### src/rtl/vga_pkg.sv
`timescale 1ns/1ps
`default_nettype none
// ============================================================================
//  Module   : vga_pkg
//  Purpose  : Shared definitions for the VGA scan-out slice: colour-mode
//             encodings, default 640x480@60 timing, and the RGB332 expander.
//  Revision : 1.0  initial release
// ============================================================================
package vga_pkg;

   // Colour-mode encodings as seen on the mode input.
   typedef enum logic [1:0] {
      MODE_GREY   = 2'b00,
      MODE_RGB332 = 2'b01,
      MODE_BARS   = 2'b10,
      MODE_BLACK  = 2'b11
   } mode_e;

   // One output pixel, 8 bits per channel.
   typedef struct packed {
      logic [7:0] r;
      logic [7:0] g;
      logic [7:0] b;
   } rgb_t;

   // Default 640x480 timing (pixel units / line units).
   localparam int DEF_H_ACTIVE = 640;
   localparam int DEF_H_FP     = 16;
   localparam int DEF_H_SYNC   = 96;
   localparam int DEF_H_BP     = 48;
   localparam int DEF_V_ACTIVE = 480;
   localparam int DEF_V_FP     = 10;
   localparam int DEF_V_SYNC   = 2;
   localparam int DEF_V_BP     = 33;

   // Default memory-side configuration.
   localparam int DEF_ADDR_W   = 19;
   localparam int DEF_MEM_LAT  = 1;
   localparam int DEF_SCALE_SH = 0;

   // Expand an RGB332 byte to 8 bits per channel by repeating the
   // field bits, so full-scale codes map to 0xFF and zero to 0x00.
   function automatic rgb_t rgb332_expand(input logic [7:0] d);
      rgb_t c;
      c.r = {d[7:5], d[7:5], d[7:6]};
      c.g = {d[4:2], d[4:2], d[4:3]};
      c.b = {d[1:0], d[1:0], d[1:0], d[1:0]};
      return c;
   endfunction

endpackage
`default_nettype wire

### src/rtl/vga_timing_gen.sv
`timescale 1ns/1ps
`default_nettype none
// ============================================================================
//  Module   : vga_timing_gen
//  Purpose  : Horizontal/vertical pixel counters and the raw (undelayed)
//             region signals derived from them.
//  Ports    : clk, reset     - clock, asynchronous active-high reset
//             pix_en         - pixel-rate strobe; counters advance only on it
//             h, v           - registered pixel / line counters
//             visible        - h < H_ACTIVE && v < V_ACTIVE
//             hs_n, vs_n     - raw active-low syncs
//             line_end       - h is on the last pixel of the line
//             frame_end      - last pixel of the last line
//             frame_start    - pix_en strobe at h=0, v=0
//  Revision : 1.0  initial release
// ============================================================================
module vga_timing_gen
   import vga_pkg::*;
#(
   parameter int H_ACTIVE = DEF_H_ACTIVE,
   parameter int H_FP     = DEF_H_FP,
   parameter int H_SYNC   = DEF_H_SYNC,
   parameter int H_BP     = DEF_H_BP,
   parameter int V_ACTIVE = DEF_V_ACTIVE,
   parameter int V_FP     = DEF_V_FP,
   parameter int V_SYNC   = DEF_V_SYNC,
   parameter int V_BP     = DEF_V_BP,
   parameter int H_W      = $clog2(H_ACTIVE + H_FP + H_SYNC + H_BP),
   parameter int V_W      = $clog2(V_ACTIVE + V_FP + V_SYNC + V_BP)
)(
   input  logic           clk,
   input  logic           reset,
   input  logic           pix_en,
   output logic [H_W-1:0] h,
   output logic [V_W-1:0] v,
   output logic           visible,
   output logic           hs_n,
   output logic           vs_n,
   output logic           line_end,
   output logic           frame_end,
   output logic           frame_start
);

   localparam int H_TOTAL = H_ACTIVE + H_FP + H_SYNC + H_BP;
   localparam int V_TOTAL = V_ACTIVE + V_FP + V_SYNC + V_BP;

   localparam logic [31:0] c_h_act      = 32'(H_ACTIVE);
   localparam logic [31:0] c_h_sync_beg = 32'(H_ACTIVE + H_FP);
   localparam logic [31:0] c_h_sync_end = 32'(H_ACTIVE + H_FP + H_SYNC);
   localparam logic [31:0] c_h_last     = 32'(H_TOTAL - 1);
   localparam logic [31:0] c_v_act      = 32'(V_ACTIVE);
   localparam logic [31:0] c_v_sync_beg = 32'(V_ACTIVE + V_FP);
   localparam logic [31:0] c_v_sync_end = 32'(V_ACTIVE + V_FP + V_SYNC);
   localparam logic [31:0] c_v_last     = 32'(V_TOTAL - 1);

   logic [H_W-1:0] r_h;
   logic [V_W-1:0] r_v;
   logic [31:0]    w_h32;
   logic [31:0]    w_v32;
   logic           w_line_end;
   logic           w_frame_end;

   // Region compares are done at 32 bits so a sync end that lands exactly
   // on the counter's power-of-two limit cannot overflow.
   assign w_h32       = 32'(r_h);
   assign w_v32       = 32'(r_v);
   assign w_line_end  = (w_h32 == c_h_last);
   assign w_frame_end = w_line_end && (w_v32 == c_v_last);

   always_ff @(posedge clk or posedge reset) begin
      if (reset) begin
         r_h <= '0;
         r_v <= '0;
      end else if (pix_en) begin
         if (w_line_end) begin
            r_h <= '0;
            r_v <= w_frame_end ? '0 : r_v + V_W'(1);
         end else begin
            r_h <= r_h + H_W'(1);
         end
      end
   end

   assign h           = r_h;
   assign v           = r_v;
   assign visible     = (w_h32 < c_h_act) && (w_v32 < c_v_act);
   assign hs_n        = !((w_h32 >= c_h_sync_beg) && (w_h32 < c_h_sync_end));
   assign vs_n        = !((w_v32 >= c_v_sync_beg) && (w_v32 < c_v_sync_end));
   assign line_end    = w_line_end;
   assign frame_end   = w_frame_end;
   assign frame_start = pix_en && (r_h == '0) && (r_v == '0);

endmodule
`default_nettype wire

### src/rtl/vga_pixel_pipe.sv
`timescale 1ns/1ps
`default_nettype none
// ============================================================================
//  Module   : vga_pixel_pipe
//  Purpose  : VGA scan-out engine. Generates timing, issues frame-buffer
//             reads (with optional pixel replication), delays the region
//             signals to line up with memory read data, and converts the
//             returned byte to 8-bit R/G/B in the selected colour mode.
//  Ports    : clk, reset         - clock, asynchronous active-high reset
//             pix_en             - pixel-rate strobe
//             mode[1:0]          - colour mode, sampled at frame start
//             mem_addr, mem_rd   - frame-buffer read request
//             mem_data[7:0]      - read data, MEM_LAT strobes after request
//             vga_hs, vga_vs     - active-low syncs (aligned with colour)
//             vga_blank          - 1 = visible pixel
//             r_out/g_out/b_out  - colour to the DAC
//             frame_start        - undelayed pulse at h=0, v=0
//  Revision : 1.0  initial release
// ============================================================================
module vga_pixel_pipe
   import vga_pkg::*;
#(
   parameter int H_ACTIVE = DEF_H_ACTIVE,
   parameter int H_FP     = DEF_H_FP,
   parameter int H_SYNC   = DEF_H_SYNC,
   parameter int H_BP     = DEF_H_BP,
   parameter int V_ACTIVE = DEF_V_ACTIVE,
   parameter int V_FP     = DEF_V_FP,
   parameter int V_SYNC   = DEF_V_SYNC,
   parameter int V_BP     = DEF_V_BP,
   parameter int ADDR_W   = DEF_ADDR_W,
   parameter int MEM_LAT  = DEF_MEM_LAT,
   parameter int SCALE_SH = DEF_SCALE_SH
)(
   input  logic              clk,
   input  logic              reset,
   input  logic              pix_en,
   input  logic [1:0]        mode,
   output logic [ADDR_W-1:0] mem_addr,
   output logic              mem_rd,
   input  logic [7:0]        mem_data,
   output logic              vga_hs,
   output logic              vga_vs,
   output logic              vga_blank,
   output logic [7:0]        r_out,
   output logic [7:0]        g_out,
   output logic [7:0]        b_out,
   output logic              frame_start
);

   localparam int H_TOTAL = H_ACTIVE + H_FP + H_SYNC + H_BP;
   localparam int V_TOTAL = V_ACTIVE + V_FP + V_SYNC + V_BP;
   localparam int H_W     = $clog2(H_TOTAL);
   localparam int V_W     = $clog2(V_TOTAL);
   // Pipe word: {visible, hs_n, vs_n, h}
   localparam int PW      = H_W + 3;

   localparam logic [ADDR_W-1:0] c_line_step = ADDR_W'(H_ACTIVE >> SCALE_SH);
   localparam logic [V_W-1:0]    c_v_mask    = V_W'((1 << SCALE_SH) - 1);
   localparam logic [31:0]       c_v_act     = 32'(V_ACTIVE);
   localparam logic [H_W+2:0]    c_bar_div   = (H_W+3)'(H_ACTIVE);
   // Flushed pipe entry: not visible, syncs inactive (high).
   localparam logic [PW-1:0]     c_flush     = {1'b0, 1'b1, 1'b1, {H_W{1'b0}}};

   // ------------------------------------------------------------------
   // Timing
   // ------------------------------------------------------------------
   logic [H_W-1:0] w_h;
   logic [V_W-1:0] w_v;
   logic           w_visible;
   logic           w_hs_n;
   logic           w_vs_n;
   logic           w_line_end;
   logic           w_frame_end;
   logic           w_frame_start;

   vga_timing_gen #(
      .H_ACTIVE (H_ACTIVE),
      .H_FP     (H_FP),
      .H_SYNC   (H_SYNC),
      .H_BP     (H_BP),
      .V_ACTIVE (V_ACTIVE),
      .V_FP     (V_FP),
      .V_SYNC   (V_SYNC),
      .V_BP     (V_BP),
      .H_W      (H_W),
      .V_W      (V_W)
   ) u_timing (
      .clk         (clk),
      .reset       (reset),
      .pix_en      (pix_en),
      .h           (w_h),
      .v           (w_v),
      .visible     (w_visible),
      .hs_n        (w_hs_n),
      .vs_n        (w_vs_n),
      .line_end    (w_line_end),
      .frame_end   (w_frame_end),
      .frame_start (w_frame_start)
   );

   // ------------------------------------------------------------------
   // Address generator
   // ------------------------------------------------------------------
   logic [ADDR_W-1:0] r_line_base;
   logic [ADDR_W-1:0] r_addr_hold;
   logic [ADDR_W-1:0] w_addr_live;
   logic              w_v_active;
   logic              w_last_rep_line;

   assign w_addr_live     = r_line_base + ADDR_W'(w_h >> SCALE_SH);
   assign w_v_active      = (32'(w_v) < c_v_act);
   // With replication each source line is shown 2^SCALE_SH times; the base
   // only moves on after the last repeat of the line.
   assign w_last_rep_line = ((w_v & c_v_mask) == c_v_mask);

   always_ff @(posedge clk or posedge reset) begin
      if (reset) begin
         r_line_base <= '0;
         r_addr_hold <= '0;
      end else if (pix_en) begin
         if (w_visible) begin
            r_addr_hold <= w_addr_live;
         end
         if (w_frame_end) begin
            r_line_base <= '0;
         end else if (w_line_end && w_v_active && w_last_rep_line) begin
            r_line_base <= r_line_base + c_line_step;
         end
      end
   end

   // Outside the visible area the address parks on the last one issued.
   assign mem_addr = w_visible ? w_addr_live : r_addr_hold;
   // The counters sit at the visible origin during reset, so the request
   // and frame pulse are masked by reset to keep them low while it is held.
   assign mem_rd      = w_visible && !reset;
   assign frame_start = w_frame_start && !reset;

   // ------------------------------------------------------------------
   // Mode latch: a new mode only takes effect from a frame boundary.
   // ------------------------------------------------------------------
   mode_e r_mode_q;

   always_ff @(posedge clk or posedge reset) begin
      if (reset) begin
         r_mode_q <= MODE_GREY;
      end else if (w_frame_start) begin
         r_mode_q <= mode_e'(mode);
      end
   end

   // ------------------------------------------------------------------
   // Alignment pipe: MEM_LAT stages so the region signals arrive at the
   // output stage together with the data read for the same pixel.
   // ------------------------------------------------------------------
   logic [PW-1:0] r_pipe [MEM_LAT];
   logic [PW-1:0] w_pipe_in;
   logic [PW-1:0] w_tap;
   logic          w_tap_vis;
   logic          w_tap_hs_n;
   logic          w_tap_vs_n;
   logic [H_W-1:0] w_tap_h;

   assign w_pipe_in = {w_visible, w_hs_n, w_vs_n, w_h};

   always_ff @(posedge clk or posedge reset) begin
      if (reset) begin
         for (int i = 0; i < MEM_LAT; i++) begin
            r_pipe[i] <= c_flush;
         end
      end else if (pix_en) begin
         r_pipe[0] <= w_pipe_in;
         for (int i = 1; i < MEM_LAT; i++) begin
            r_pipe[i] <= r_pipe[i-1];
         end
      end
   end

   assign w_tap      = r_pipe[MEM_LAT-1];
   assign w_tap_vis  = w_tap[PW-1];
   assign w_tap_hs_n = w_tap[PW-2];
   assign w_tap_vs_n = w_tap[PW-3];
   assign w_tap_h    = w_tap[H_W-1:0];

   // ------------------------------------------------------------------
   // Colour stage
   // ------------------------------------------------------------------
   rgb_t       w_rgb;
   rgb_t       w_rgb332;
   logic [2:0] w_band;

   assign w_rgb332 = rgb332_expand(mem_data);
   // Band index h*8/H_ACTIVE; only meaningful while h is visible.
   assign w_band   = 3'({w_tap_h, 3'b000} / c_bar_div);

   always_comb begin
      w_rgb = '0;
      case (r_mode_q)
         MODE_GREY:   w_rgb = '{r: mem_data, g: mem_data, b: mem_data};
         MODE_RGB332: w_rgb = w_rgb332;
         MODE_BARS:   w_rgb = '{r: {8{w_band[2]}}, g: {8{w_band[1]}}, b: {8{w_band[0]}}};
         default:     w_rgb = '0;
      endcase
      if (!w_tap_vis) begin
         w_rgb = '0;
      end
   end

   logic r_vga_hs;
   logic r_vga_vs;
   logic r_vga_blank;
   rgb_t r_rgb;

   always_ff @(posedge clk or posedge reset) begin
      if (reset) begin
         r_vga_hs    <= 1'b1;
         r_vga_vs    <= 1'b1;
         r_vga_blank <= 1'b0;
         r_rgb       <= '0;
      end else if (pix_en) begin
         r_vga_hs    <= w_tap_hs_n;
         r_vga_vs    <= w_tap_vs_n;
         r_vga_blank <= w_tap_vis;
         r_rgb       <= w_rgb;
      end
   end

   assign vga_hs    = r_vga_hs;
   assign vga_vs    = r_vga_vs;
   assign vga_blank = r_vga_blank;
   assign r_out     = r_rgb.r;
   assign g_out     = r_rgb.g;
   assign b_out     = r_rgb.b;

endmodule
`default_nettype wire

### config.mk
export PLATFORM = sky130hd
export DESIGN_NAME = vga_pixel_pipe
export DESIGN_NICKNAME = d
export VERILOG_FILES = /design/src/rtl/vga_pkg.sv /design/src/rtl/vga_timing_gen.sv /design/src/rtl/vga_pixel_pipe.sv
export SDC_FILE = /design/constraint.sdc
export NUM_CORES = 1
export LEC_CHECK = 0
export BUFFER_PORTS_ARGS = -buffer_cell sky130_fd_sc_hd__buf_2
export CAP_MARGIN = 15
export CORE_AREA = 3 3 106 108
export CTS_CLUSTER_SIZE = 40
export DETAILED_ROUTE_END_ITERATION = 8
export DIE_AREA = 0 0 109 111
export PLACE_DENSITY = 0.7
export SYNTH_ARGS = -nofsm -noshare
export SYNTH_HDL_FRONTEND = slang
export SYNTH_SLANG_ARGS = --single-unit
### constraint.sdc
create_clock -name clk -period 4.25 [get_ports clk]
set_clock_uncertainty 0.1 [all_clocks]
set_input_delay 0.6375 -clock clk [delete_from_list [all_inputs] [get_ports clk]]
set_output_delay 0.6375 -clock clk [all_outputs]
set_load 0.01 [all_outputs]
==> impl_metrics.toml <==
[drt]
antenna_left = 0
dr.first_iter.drc_count = 300
drt_pass1_iterations = 5
drc = 0
wl_per_cell_um = 16.0
vias = 3810
drt-met1-wl_um = 4990
dr_wl_met2_um = 5120
via_per_inst = 5.63
routed.top_layer = "met4"
drt-total-wl_um = 10900
dr_wl_met3_um = 577

[cells_and_area]
num-fill-cells = 979
design_area_mm2 = 0.00525
multiInputGateArea_mm2 = 0.00222
seqCellArea_mm2 = 0.00223
antenna_cells = 0
finish.net_count = 557
drive_above_1_share_pct = 21.6
area_growth_syn_to_layout_pct = 12.5

[sta]
final_max_slew_viol_count = 0
period_minus_slack_ns = 3.32
finalSetupViolations = 0
fin_crit_sh_pct = 78.2
slew_headroom_pct = 29.2
worstMarginPinSlew_ns = 1.06
rsz0062_at_grt = "no"
tns_ns = 0
max_freq_mhz = 301
finalHoldViolCount = 0

[clock_network]
cts_root_buf = "clkbuf_8"
cts_buffers = 9
cts_tree = "built"
clockBufferDepth = 2
htree_levels = 3
clk_latency_ns = 0.36
post_cts_buffers = 0
cts_resized = 0
postCtsHoldBufs = 0
clk_pin_slew_ns = 0.10
cts.sinks = 89

[power]
p_total_mw = 1.95
power.density_mw_per_mm2 = 372
max-vdd-ir-drop_uv = 149
p_leak_nw = 2.41

[place]
port_buffers = 60
postPlaceCellArea_mm2 = 0.00501
hpwl_um = 7760
routabilityCongestion = 0.902

[logic_synthesis]
async_flop_share_pct = 100
netlist_top_cells_area = "dfrtp_1 (46%), nand2_1 (5.9%), mux2_2 (5.3%)"
synth_nets = 514
post_synth.cell_area_avg_um2 = 9.46
yosysSeqAreaShare_pct = 47.9
ys_ff_latch = 89
synth_ff_type = "dfrtp_1"
synth.distinct_cells = 56
synth_edf_count = 0
synth_area_mm2 = 0.00466
syn_inst = 493
yosysTopAreaCell = "dfrtp_1"
synth_top_area_share_pct = 45.6
yosysWarnings = 0

[grt]
globalRouteOverflowTotal = 0
grt_pass1_wl_um = 18600
grt.total_usage_pct = 19.1
grt_max_degree = 66
grt_pass1_vias = 3765
antenna_found_initial = 0

[status]
status = "finished clean"

[critical_path]
crit_type = "reg -> out"
crit_path_start_kind = "register"
worst_ep_required_time_ns = 3.51
endpoint_kind = "output pin"
arrival_ns = 2.58
critical_path.max_fanout = 8

[floorplan]
die_h_um = 111
initial_core_util_pct = 45.2
fp-row-count = 37
num_io_pins = 61
die_area_mm2 = 0.0121
die_x_um = 109
core_mm2 = 0.0103

[flow_run]
maxCapViolations = 0

[worst_hold_path]
hp-class = "in -> async"
layer usage:
layer,vias up,global-route usage [%]
li1,1809,-
met1,1889,26.6
met2,93,29.2
met3,19,4.31
met4,0,6.23
met5,-,0
report_power, final:
| part | internal (mW) | total, mW | switching (mW) |
|---|---|---|---|
| sequential | 0.925 | 1.03 | 0.105 |
| combinational | 0.136 | 0.301 | 0.165 |
| clock | 0.319 | 0.621 | 0.302 |
| total | 1.38 | 1.95 | 0.572 |
kinds of logic after synthesis:
family	count (synthesis)	synth area share (%)
AOI/OAI and AO/OA	99	13.5
xor gates and xnor gates	34	6.39
adders and majority gates	10	2.58
buffers and inverters	48	4.43
DFF	89	47.9
muxes	22	5.31
and+or+nand+nor	191	19.9
cells in the final DEF (no fill, tap or decap), types with 6 or more instances in the layout:
cell	count
a21oi_1	17
buf_2	60
clkbuf_8	12
dfrtp_1	85
ha_1	8
inv_1	14
mux2_2	22
nand2_1	73
nand3_1	22
nand4_1	10
nor2_1	43
nor2b_1	6
nor3_1	9
o21ai_0	39
o2bb2ai_1	6
xnor2_1	13
xor2_1	21
synthesized netlist by cell type, drive strengths merged (2+ instances only):
cell type and number:
dfrtp 85, nand2 73, nor2 44, o21ai 41, mux2 22, nand3 22, clkbuf 21, xor2 21
a21oi 17, inv 15, xnor2 13, nor3 12, buf 11, nand4 11, ha 8, nor2b 6
o2bb2ai 6, a221oi 5, nor4 5, a22oi 4, and3 4, dfstp 4, o2111ai 4, or3 4
a21o 3, o31ai 3, a22o 2, a31oi 2, a41oi 2, and2 2, maj3 2, nand2b 2
nand3b 2, o41ai 2, or2 2
state kept, by name (all words and copies together), names as in the netlist:
name	cells
vga_hs	1
vga_blank	1
r_mode_q	2
r_out	8
u_timing.v	10
vga_vs	1
u_timing.h	10
r_line_base	12
r_pipe	9
g_out	8
r_addr_hold	19
b_out	8
final timing paths:
path,startpoint,depth (start not counted),slack (ns),endpoint
worst max-delay path,u_timing.h[9]$_DFFE_PP0P_,7,0.93,mem_addr[13]
worst min-delay path,reset,2,0.22,b_out[0]$_DFFE_PP0P_
worst max register to register,u_timing.h[0]$_DFFE_PP0P_,6,1.77,r_line_base[13]$_DFFE_PP0P_
worst min register to register,g_out[3]$_DFFE_PP0P_,1,0.39,g_out[3]$_DFFE_PP0P_
max in group asynchronous,reset,3,3.11,r_line_base[13]$_DFFE_PP0P_
min in group clk,g_out[3]$_DFFE_PP0P_,1,0.39,g_out[3]$_DFFE_PP0P_
worst max-delay path, stage by stage, from the launching register on:
cell and delay (ns):
dfrtp_1 0.50, ha_1 0.38, o21ai_0 0.14, nor2_1 0.50
nand3_1 0.17, xor2_1 0.17, o21ai_0 0.19, buf_2 0.19
stage by stage:
step | hold slack [ns] | std cells | setup WS [ns] | util (%)
floorplan | 0.348 | 493 | 1.21 | -
detailed placement | 0.372 | 660 | 1.33 | 48.5
finish | 0.223 | 677 | 0.928 | 50.8
global placement | 0.362 | 660 | 1.41 | 48.5
global route | 0.252 | 677 | 0.692 | 50.8
CTS | 0.394 | 676 | 0.922 | 50.6
area by class of cell:
cell class | count | area share, %
clock buffer | 12 | 3.15
inverter | 16 | 1.17
timing repair buffer | 64 | 6.54
tap | 136 | 3.24
sequential | 89 | 42.6
clock inverter | 4 | 0.954
multi-input combinational | 356 | 42.4
Power figures use the tool's default switching activity.
